===== src/rtl/neuron_pkg.sv =====
// Shared constants and types for the neuron datapath (Q12.20 sign-magnitude words).
package neuron_pkg;

    localparam int unsigned WORD_W    = 32;
    localparam int unsigned FRAC_BITS = 20;
    localparam int unsigned INT_BITS  = 12;
    localparam int unsigned GUARD_W   = 4;
    localparam int unsigned ACC_W     = WORD_W + GUARD_W;

    localparam logic [WORD_W-1:0] ONE    = 32'h0010_0000;
    localparam logic [WORD_W-1:0] SM_MAX = 32'h7FFF_FFFF;

    typedef enum logic [1:0] {
        StAccum = 2'd0,
        StBias  = 2'd1,
        StOut   = 2'd2
    } acc_state_e;

endpackage


===== src/rtl/sm_to_tc.sv =====
// Combinational sign-magnitude to two's-complement converter with sign extension.
module sm_to_tc
    import neuron_pkg::*;
#(
    parameter int unsigned N     = 32,
    parameter int unsigned ACC_W = 36
) (
    input  logic [N-1:0]     sm,
    output logic [ACC_W-1:0] tc
);

    logic [ACC_W-1:0] mag;

    // Negative zero negates to zero, so it needs no special case.
    assign mag = {{(ACC_W-N+1){1'b0}}, sm[N-2:0]};
    assign tc  = sm[N-1] ? -mag : mag;

endmodule


===== src/rtl/neuron_accumulator.sv =====
// Accumulates one neuron's weighted sum, adds bias, saturates to sign-magnitude.
// Define NEURON_ACC_RELU_EN to clamp negative results to zero during packing.
module neuron_accumulator
    import neuron_pkg::*;
#(
    parameter int unsigned N         = 32,
    parameter int unsigned FRACBITS  = 20,
    parameter int unsigned GUARD     = 4,
    parameter int unsigned MAX_TERMS = 8,
    localparam int unsigned ACC_W    = N + GUARD,
    localparam int unsigned CNT_W    = $clog2(MAX_TERMS + 1)
) (
    input  logic             clk,
    input  logic             rst_n,
    input  logic             in_valid,
    output logic             in_ready,
    input  logic [N-1:0]     in_data,
    input  logic             in_ovf,
    input  logic             in_last,
    input  logic [N-1:0]     bias,
    output logic             out_valid,
    input  logic             out_ready,
    output logic [N-1:0]     out_data,
    output logic             out_ovf,
    output logic [CNT_W-1:0] out_terms
);

    if (FRACBITS >= N || (MAX_TERMS + 1) > (1 << GUARD)) begin : g_bad_cfg
        $error("neuron_accumulator: FRACBITS or GUARD/MAX_TERMS out of range");
    end

    acc_state_e       state_q, state_d;
    logic [ACC_W-1:0] acc_q, acc_d;
    logic [CNT_W-1:0] term_cnt_q, term_cnt_d;
    logic             ovf_sticky_q, ovf_sticky_d;
    logic [N-1:0]     out_data_q, out_data_d;
    logic             out_ovf_q, out_ovf_d;
    logic [CNT_W-1:0] out_terms_q, out_terms_d;

    logic [ACC_W-1:0] in_tc, bias_tc, biased, res_mag;
    logic             res_neg, sat;
    logic [N-2:0]     mag_field;
    logic [N-1:0]     packed_data;

    sm_to_tc #(.N(N), .ACC_W(ACC_W)) u_in_conv (
        .sm (in_data),
        .tc (in_tc)
    );

    sm_to_tc #(.N(N), .ACC_W(ACC_W)) u_bias_conv (
        .sm (bias),
        .tc (bias_tc)
    );

    assign biased    = acc_q + bias_tc;
    assign res_neg   = biased[ACC_W-1];
    assign res_mag   = res_neg ? -biased : biased;
    assign sat       = |res_mag[ACC_W-1:N-1];
    assign mag_field = sat ? '1 : res_mag[N-2:0];

    // A negative result always has a non-zero magnitude, so zero never carries a sign.
`ifdef NEURON_ACC_RELU_EN
    assign packed_data = res_neg ? '0 : {1'b0, mag_field};
`else
    assign packed_data = {res_neg, mag_field};
`endif

    always_comb begin
        state_d      = state_q;
        acc_d        = acc_q;
        term_cnt_d   = term_cnt_q;
        ovf_sticky_d = ovf_sticky_q;
        out_data_d   = out_data_q;
        out_ovf_d    = out_ovf_q;
        out_terms_d  = out_terms_q;
        in_ready     = 1'b0;
        out_valid    = 1'b0;

        unique case (state_q)
            StAccum: begin
                in_ready = 1'b1;
                if (in_valid) begin
                    acc_d        = acc_q + in_tc;
                    ovf_sticky_d = ovf_sticky_q | in_ovf;
                    term_cnt_d   = term_cnt_q + 1'b1;
                    if (in_last || term_cnt_q == CNT_W'(MAX_TERMS - 1)) begin
                        state_d = StBias;
                    end
                end
            end
            StBias: begin
                acc_d       = biased;
                out_data_d  = packed_data;
                // Flag is per frame: multiplier overflows of this frame or saturation.
                out_ovf_d   = ovf_sticky_q | sat;
                out_terms_d = term_cnt_q;
                state_d     = StOut;
            end
            StOut: begin
                out_valid = 1'b1;
                if (out_ready) begin
                    acc_d        = '0;
                    term_cnt_d   = '0;
                    ovf_sticky_d = 1'b0;
                    state_d      = StAccum;
                end
            end
            default: state_d = StAccum;
        endcase
    end

    always_ff @(posedge clk or negedge rst_n) begin
        if (!rst_n) begin
            state_q      <= StAccum;
            acc_q        <= '0;
            term_cnt_q   <= '0;
            ovf_sticky_q <= 1'b0;
            out_data_q   <= '0;
            out_ovf_q    <= 1'b0;
            out_terms_q  <= '0;
        end else begin
            state_q      <= state_d;
            acc_q        <= acc_d;
            term_cnt_q   <= term_cnt_d;
            ovf_sticky_q <= ovf_sticky_d;
            out_data_q   <= out_data_d;
            out_ovf_q    <= out_ovf_d;
            out_terms_q  <= out_terms_d;
        end
    end

    assign out_data  = out_data_q;
    assign out_ovf   = out_ovf_q;
    assign out_terms = out_terms_q;

endmodule

===== config.mk =====
export PLATFORM = sky130hd
export DESIGN_NAME = neuron_accumulator
export DESIGN_NICKNAME = d
export VERILOG_FILES = /design/src/rtl/neuron_pkg.sv /design/src/rtl/sm_to_tc.sv /design/src/rtl/neuron_accumulator.sv
export SDC_FILE = /design/constraint.sdc
export NUM_CORES = 1
export LEC_CHECK = 0
export BUFFER_PORTS_ARGS = -buffer_cell sky130_fd_sc_hd__buf_2
export CAP_MARGIN = 10
export CORE_ASPECT_RATIO = 0.8
export CORE_MARGIN = 2
export CORE_UTILIZATION = 57
export CTS_CLUSTER_SIZE = 24
export DETAILED_ROUTE_END_ITERATION = 7
export GPL_ROUTABILITY_DRIVEN = 0
export GPL_TIMING_DRIVEN = 1
export PLACE_DENSITY = 0.86
export REMOVE_ABC_BUFFERS = 1
export SLEW_MARGIN = 30
export SYNTH_ARGS = -nofsm -noshare
export SYNTH_HDL_FRONTEND = slang
export SYNTH_SLANG_ARGS = --single-unit
export TNS_END_PERCENT = 10

===== constraint.sdc =====
create_clock -name clk -period 5.7 [get_ports clk]
set_input_delay 0.855 -clock clk [delete_from_list [all_inputs] [get_ports clk]]
set_output_delay 0.855 -clock clk [all_outputs]
set_load 0.03 [all_outputs]

* Yosys cells after proc, flatten, opt, wreduce, memory -nomap -nowiden
Index checks and enable logic that the tools add are counted.
** Word-level totals
- Word-level logic and storage cells :: 48
- Output and inout port bits :: 39
- Register bits after elaboration :: 80
- Input port bits :: 70
** Operators by class
- Bitwise operators :: 2
- Equal/unequal tests :: 6
- Add/subtract/negate cells :: 6
- Multiplexer cells :: 19
- Reductions and logical operators :: 8
** Operators by type and width (number)
- 36-bit two-way mux :: 5
- 36-bit one-hot mux with 3 select lines :: 1
- 36-bit adder :: 2
- 31-bit negator with 36-bit output :: 2
- 36-bit negator :: 1
- 31-bit two-way mux :: 1
- 3-bit AND reduction :: 3
- 4-bit two-way mux :: 2
- 4-bit one-hot mux with 2 select lines :: 1
- 2-bit two-way mux :: 3
- 2-bit != test (second input constant) :: 3
- 2-bit one-hot mux with 3 select lines :: 1
- 5-bit OR reduction :: 1
- 4-bit by 1-bit adder with 4-bit output (second input constant) :: 1
- 4-bit by 3-bit equality test with 1-bit output (second input constant) :: 1
- 1-bit two-way mux :: 4
- 3-bit nonzero test :: 1
- 2-bit by 1-bit equality test with 1-bit output (second input constant) :: 1
- 2-bit equality test (second input constant) :: 1
- 2-bit zero test :: 1
- 1-bit OR :: 2
- 1-bit one-hot mux with 2 select lines :: 1
- 2-bit nonzero test :: 1
- 1-bit logical OR :: 1

* Depth between registers and ports, before layout
Gate-level depths: netlist of the first run.
- Depth in word-level cells :: 7
- Mapped depth :: 23
- Gate-level depth less buffers :: 20

* Modules after synthesis
A second synthesis of the first run with hierarchy kept.
** Unflattened totals
- Cell total of the unflattened synthesis :: 1262
- Area, all modules :: 10131.0 um^2
** Modules (own cells, without submodules)
- neuron_accumulator :: instances 1, sequential area each 2001.9 um^2, area an instance 8504.4 um^2, cells an instance 1026
- sm_to_tc :: instances 2, sequential area each 0.0 um^2, area an instance 813.3 um^2, cells an instance 118

* Worst setup path after synthesis of the first run
Ideal clock, no wire load.
- Path kind :: input port to flip-flop
- Start :: in bias[9]
- End :: reg out_data_q[27] (netlist: out_data[27])
- Cell stages on the path :: 21
- Slack :: -0.343 ns
- Setup time :: 0.082 ns
- Required time :: 5.618 ns
- Buffers on the path :: 3
- Data arrival time :: 5.961 ns
- Path through :: or4_4 > or3_1 > or3_1 > buf_2 > or4_4 > o21ai_0 > xnor2_1 > ha_1 > clkbuf_1 > a21o_1 > a21o_1 > a21oi_1 > nand3_1 > a21oi_1 > xor2_1 > and4_1 > nor4b_1 > mux2i_1 > a21oi_4 > buf_4 > a31oi_1
** On the way
- Cells in the longest elaborated chain, start to end :: 7
** RTL lines
- from (decl) :: line neuron_accumulator.sv:20 : input logic [N-1:0] bias,
- 31-bit negator with 36-bit output :: line sm_to_tc.sv:16 : assign tc = sm[N-1] ? -mag : mag;
- 36-bit two-way mux (*) :: line sm_to_tc.sv:16
- 36-bit adder (*) :: line neuron_accumulator.sv:55 : assign biased = acc_q + bias_tc;
- 36-bit negator :: line neuron_accumulator.sv:57 : assign res_mag = res_neg ? -biased : biased;
- 36-bit two-way mux (*) :: line neuron_accumulator.sv:57
- 5-bit OR reduction :: line neuron_accumulator.sv:58 : assign sat = |res_mag[ACC_W-1:N-1];
- 31-bit two-way mux (*) :: line neuron_accumulator.sv:59 : assign mag_field = sat ? '1 : res_mag[N-2:0];
- to (signal assigned) :: line neuron_accumulator.sv:126 : out_data_q <= out_data_d;
- to (decl) :: line neuron_accumulator.sv:36 : logic [N-1:0] out_data_q, out_data_d;
Mark *: on every way between the ends. The rest lies on a longest branch, timed or not.
A chain may end at the register's enable or synchronous reset.

* Final worst setup path of the first run
- Start :: in bias[9]
- End :: reg out_data_q[16] (netlist: out_data[16])
Same word-level chain as after synthesis.

==> results of run 1 <==
[area by class of cell]
cell class | instances | area, um2 | area share [%]
Sequential cell | 80 | 2000 | 15.9
Multi-Input combinational cell | 1064 | 7820 | 62.2
Timing Repair Buffer | 301 | 2090 | 16.6
Clock inverter | 6 | 50.0 | 0.398
Tap cell | 220 | 275 | 2.19
Clock buffer | 10 | 239 | 1.90
Inverter | 28 | 105 | 0.836
[metal layers]
| metal | share of wire [%] | vias to the layer above | GRT usage [%] | wire length [um] |
|---|---|---|---|---|
| met4 | 5.3 | 2 | 15.1 | 1860 |
| met2 | 43 | 843 | 54.2 | 15000 |
| met3 | 13 | 217 | 9.62 | 4580 |
| met5 | 0.16 | - | 0 | 56 |
| li1 | - | 5155 | - | - |
| met1 | 38 | 5291 | 47.3 | 13400 |
[critical path, cell delays in order]
cell and delay (ns):
buf_6 0.09, or4_4 0.52, or3_4 0.35, or3_4 0.43, o31ai_1 0.26, xnor2_1 0.17
ha_1 0.35, nand4_1 0.37, buf_4 0.19, nor3_2 0.04, a22oi_2 0.28, nand2_2 0.17
or3_4 0.36, a22oi_2 0.23, nand4b_1 0.22, nor4b_4 0.31, buf_4 0.16, mux2i_2 0.21
buf_4 0.15, a21oi_4 0.05, buf_6 0.15, buf_16 0.13, a31oi_1 0.22
[stage by stage]
stage | std cells | util, % | worst slack (ns)
floorplan | 1169 | - | -0.266
global placement | 1668 | 69.7 | -0.439
detailed placement | 1668 | 69.7 | -0.698
CTS | 1696 | 73.3 | 0.0142
global route | 1709 | 76.0 | -0.484
finish | 1709 | 76.0 | -0.349
[path summary, 6_finish.rpt]
check / depth (start not counted) / slack [ns] / end
max: 23 / -0.35 / out_data[16]
min in group asynchronous: 1 / 0.54 / acc_q[2]
max in group asynchronous: 1 / 4.67 / out_data[28]
min: 1 / 0.51 / out_terms[2]
max reg2reg: 17 / 0.82 / out_data[16]
min reg2reg: 1 / 0.51 / out_terms[2]
[synth_stat cells, types with 18 or more instances]
master,instances,area [um2]
o21ai_0,80,400
a31oi_1,40,250
a21oi_1,81,405
nand2_1,103,387
inv_1,27,101
or3_1,18,113
clkbuf_1,42,158
xnor2_1,93,815
o221ai_1,19,166
o31ai_1,21,158
ha_1,78,976
dfrtp_1,80,2000
nor2_1,108,405
nand3_1,22,110
a21o_1,41,308
o21a_1,39,293
xor2_1,41,359
nor3_1,22,110
[state kept, by name, summed over array words and instances (netlist names)]
name          count
out_ovf           1
out_data         32
term_cnt_q        4
acc_q            36
state_q           2
ovf_sticky_q      1
out_terms         4
[cells by family after synthesis]
kind of cell,Yosys count
adders and majority gates,80
muxes,8
buffers and inverters,80
and+or+nand+nor,405
AOI/OAI and AO/OA,433
DFF,80
xor gates and xnor gates,135
[timing repair]
action,in CTS,in global routing
gates resized for setup,40,67
setup endpoints to repair,32,34
gates cloned,3,2
pin swaps,12,29
setup buffers,9,12
==> metrics.txt, run 1 <==
type of the most critical hold path=reg2reg; Async S/R FF share, synth=100%; cells after synthesis=1221; Congestion Overflow GR=0; crit share post-route=106%; Synth Warn #=0; PortBufs=108; CTS sink cnt=80; Slew headroom=50.9%; antenna cells=0; critical path class=in2reg; failing checks=DRC, setup timing; CTS buffer count=9; Tot GR Track Use=35.5%; Compound-Gate Fraction of Synth Area=30.4%; # IOs=109; main combinational cell family by area after synthesis=compound AO/OA/AOI/OAI gates; H-tree depth=3; initial antenna violation count=0; critical path fanouts, max=7; most common cell after layout, fill and taps aside=buf_4; Avg Vias per Cell=6.73; Final setup violation count=32; Synth Area in Simple Gates=21.4%; Placed Area=11500 um2; Fin Clk Skew=0.00798 ns; Die Width=149 um; CP endpoint kind=flip-flop; most frequent cells in the layout=buf_4, nor2_1, buf_2; initial core utilization=58.3%; setup slack after layout=-0.349 ns; worst-skew pair later-pin latency=0.36 ns; first-pass GRT wire length=50800 um; hpwl dp=24100 um; Final Cell Area=12600 um2; CTS Hold Bufs=0; share of cells above drive strength 1=28.3%; max cap viols=0; hold path start=out_terms[2]; drt first-iter violations=1827; area of the core=16600 um2; crit path time final=6.05 ns; Post-Route WL=34900 um; final hold violations=0; number of synthesized register bits=80; area of the mapped netlist=9640 um2; WP data arrival=6.32 ns; die height=120 um; vias in the first global route=10200; WL/cell=20.4 um; largest net degree at the start of global routing=81; post-synthesis adder-cell area fraction=10.5%; Seq/Total Area, Yosys=20.8%; RSZ-0062 raised after global routing=yes; Required @ worst endpoint=5.97 ns; clock root cell=clkbuf_16; Syn Area/Cell=7.90 um2; Setup crit start=bias[9]; fmax=165 MHz; run status=finished, violations left; Slew @ Worst Pin=0.736 ns; drt first pass iters=8; Clock Path Buffers=2; num rows=42; Filler Cell Count=1124; die area=18000 um2; max-slew violations=0; Post-Route Setup TNS=-8.50 ns; EDFF count, synth=0; post-synthesis xor/xnor area fraction=12.5%; ys flop type=dfrtp_1; FF-to-FF Start=acc_q[1]; Vias=11500; nets=1634; mux cell area share after synthesis=0.895%; clock slew at reported path FFs=0.07 ns; worst hold margin=0.506 ns; CTS tree=done; DRC errors left=2; CP Launch Type=input port; Syn-to-layout area delta=30.4%; Detail Route Antenna Nets=0; Distinct cells, synth=76
Power of run 1 is not shown: default switching activity piles up to over one toggle a cycle in this logic, so the estimate is an artifact.
==> inputs of run 2 (changes only) <==
--- a/config.mk
+++ b/config.mk
@@ -14,6 +14,7 @@
 export DETAILED_ROUTE_END_ITERATION = 7
 export GPL_ROUTABILITY_DRIVEN = 0
 export GPL_TIMING_DRIVEN = 1
+export MAX_ROUTING_LAYER = met4
 export PLACE_DENSITY = 0.86
 export REMOVE_ABC_BUFFERS = 1
 export SLEW_MARGIN = 30
==> constraint.sdc (replaced) <==
create_clock -name clk -period 7.4 [get_ports clk]
set_input_delay 1.11 -clock clk [delete_from_list [all_inputs] [get_ports clk]]
set_output_delay 1.11 -clock clk [all_outputs]
set_load 0.03 [all_outputs]
==> run 2 against run 1 <==
  * The flow now finishes without violations
  * Sequential share of layout area is 2.8 points higher
  * Highest routed layer is now met4
  * Via count is 13% lower
  * Register-to-register slack better by 1.7 ns
  * Utilization is 11 points lower
  * Sequential cell count stayed put
  * Clock skew is 0.0075 ns higher
  * Hold slack worse by 0.0042 ns
==> metrics.txt, run 2 (same netlist as run 1, synthesis figures left out) <==
run status=finished, final reports clean; initial core utilization=58.3% (unchanged); # IOs=109 (unchanged); Post-CTS Setup Inserts=0 (-9); crit path time final=6.89 ns; drt first pass iters=6 (-2); Worst path top cell family by delay=simple AND/OR/NAND/NOR gates; CTS sink cnt=80 (unchanged); final hold violations=0 (unchanged); most frequent cells in the layout=nor2_1, buf_2, nand2_1; Congestion Overflow GR=0 (unchanged); max incr delay on CP=0.69 ns (+0.17 ns); hpwl dp=21900 um (-9.1%); WL/cell=18.3 um (-11%); Core Util, Final=64.7% (-11 points); initial antenna violation count=1 (+1); Syn-to-layout area delta=11.0%; DRC errors left=0 (-2); first-pass GRT wire length=45300 um (-11%); CTS-repair resized insts=0 (-100%); worst-skew pair later-pin latency=0.37 ns (about the same); internal reg-to-reg setup slack=2.51 ns (+1.69 ns); Crit path buffers/inverters=1 (-5); Hold Path End=out_terms[2]; Setup crit start=bias[7]; largest net degree at the start of global routing=81 (unchanged); Post-Route WL=28000 um (-20%); CP Launch Type=input port; CTS buffer count=9 (unchanged); Die Width=149 um (unchanged); hold path start=out_terms[2]; drt first-iter violations=1289 (-29%); Slew headroom=42.3% (-8.6 points); Required @ worst endpoint=7.60 ns (+1.63 ns); H-tree depth=3 (unchanged); WP data arrival=7.09 ns (+0.77 ns); Clock Path Buffers=2 (unchanged); Detail Route Antenna Nets=0 (unchanged); cell depth of the worst hold path=1 (unchanged); Fin Clk Skew=0.0155 ns (+0.00755 ns); vias in the first global route=8854 (-13%); critical path fanouts, max=25 (+18); clock root cell=clkbuf_16; worst path cell trace=buf_2 > or4_4 > or3_1 > or3_1 > or3_1 > o21ai_0 > xnor2_1 > ha_1 > and2_1 > o21ai_0 > o21ai_0 > nor2_1 > nand2_1 > o311ai_1 > and4_1 > nor4b_1 > mux2i_1 > a21oi_4 > a31oi_1; crit share post-route=93.1%; CTS Hold Bufs=0 (unchanged); share of cells above drive strength 1=13.1% (-15 points); Final setup violation count=0 (-100%); fmax=145 MHz; die area=18000 um2 (unchanged); critical path class=in2reg; PortBufs=108 (unchanged); Place WS=0.317 ns (+1.01 ns); CTS tree=done; setup slack after layout=0.513 ns (+0.863 ns); area of the core=16600 um2 (unchanged); die height=120 um (unchanged); Filler Cell Count=1407 (+25%); Vias=10000 (-13%); Tot GR Track Use=32.4% (-3.1 points); nets=1456 (-11%); RSZ-0062 raised after global routing=no; Avg Vias per Cell=6.55 (-2.7%); type of the most critical hold path=reg2reg; Critical Path Slowest Stage Cell=o311ai_1; max cap viols=0 (unchanged); max FFs per register=36 (unchanged); Post-Route Setup TNS=0 ns (+8.50 ns); clock slew at reported path FFs=0.07 ns (about the same); max-slew violations=0 (unchanged); R2R depth=12 (-5); FF-to-FF Start=acc_q[1]; num rows=42 (unchanged); Crit Reg-Reg Endpoint=out_data[23]; CP endpoint kind=flip-flop; largest reg by FF count=acc_q; Slew @ Worst Pin=0.862 ns (+0.127 ns)
run 2: area by class of cell:
class	instances	area (um2)	share of cell area, %
diodes	1	2.50	0.0234
clock buffers	10	239	2.23
clock inverters	6	97.6	0.911
inverters	28	105	0.981
multi-input cells	1061	7310	68.2
flip-flops and latches	80	2000	18.7
well taps	220	275	2.57
repair buffers	126	682	6.37
run 2: worst max-delay path by stage:
stage | endpoint | slack [ns] | cells after the start
after detailed placement | out_data[8] | 0.32 | 19
after CTS | out_data[8] | 0.63 | 19
after floorplan | out_data[10] | 1.18 | 18
after global placement | out_data[7] | 0.48 | 19
after global routing | out_data[27] | 0.02 | 18
final | out_data[23] | 0.51 | 19
run 2: worst reg2reg max path, delay by kind of cell, from the launching register on:
| family | cells | cell delay [ns] |
|---|---|---|
| AO/OA/AOI/OAI | 5 | 2.08 |
| AND/OR/NAND/NOR | 4 | 1.19 |
| flip-flops | 1 | 0.46 |
| XOR/XNOR | 1 | 0.41 |
| adder cells (fa/ha/maj) | 1 | 0.33 |
| multiplexers | 1 | 0.26 |
run 2: per-stage QoR:
stage	hold WS (ns)	cells	instance area, um2
2_1_floorplan	0.481	1169	9410
3_3_place_gp	0.484	1515	10400
3_5_place_dp	0.492	1515	10400
4_1_cts	0.506	1531	10700
5_1_grt	0.528	1532	10700
6_report	0.502	1532	10700
run 2: per-layer routing:
| metal | wire length, um | up-vias | track usage [%] |
|---|---|---|---|
| li1 | - | 4780 | - |
| met1 | 12600 | 4660 | 47.5 |
| met2 | 11300 | 541 | 45.4 |
| met3 | 3450 | 57 | 6.23 |
| met4 | 639 | 0 | 8.69 |
| met5 | 0 | - | - |
Power of run 2 is left out for the same reason.
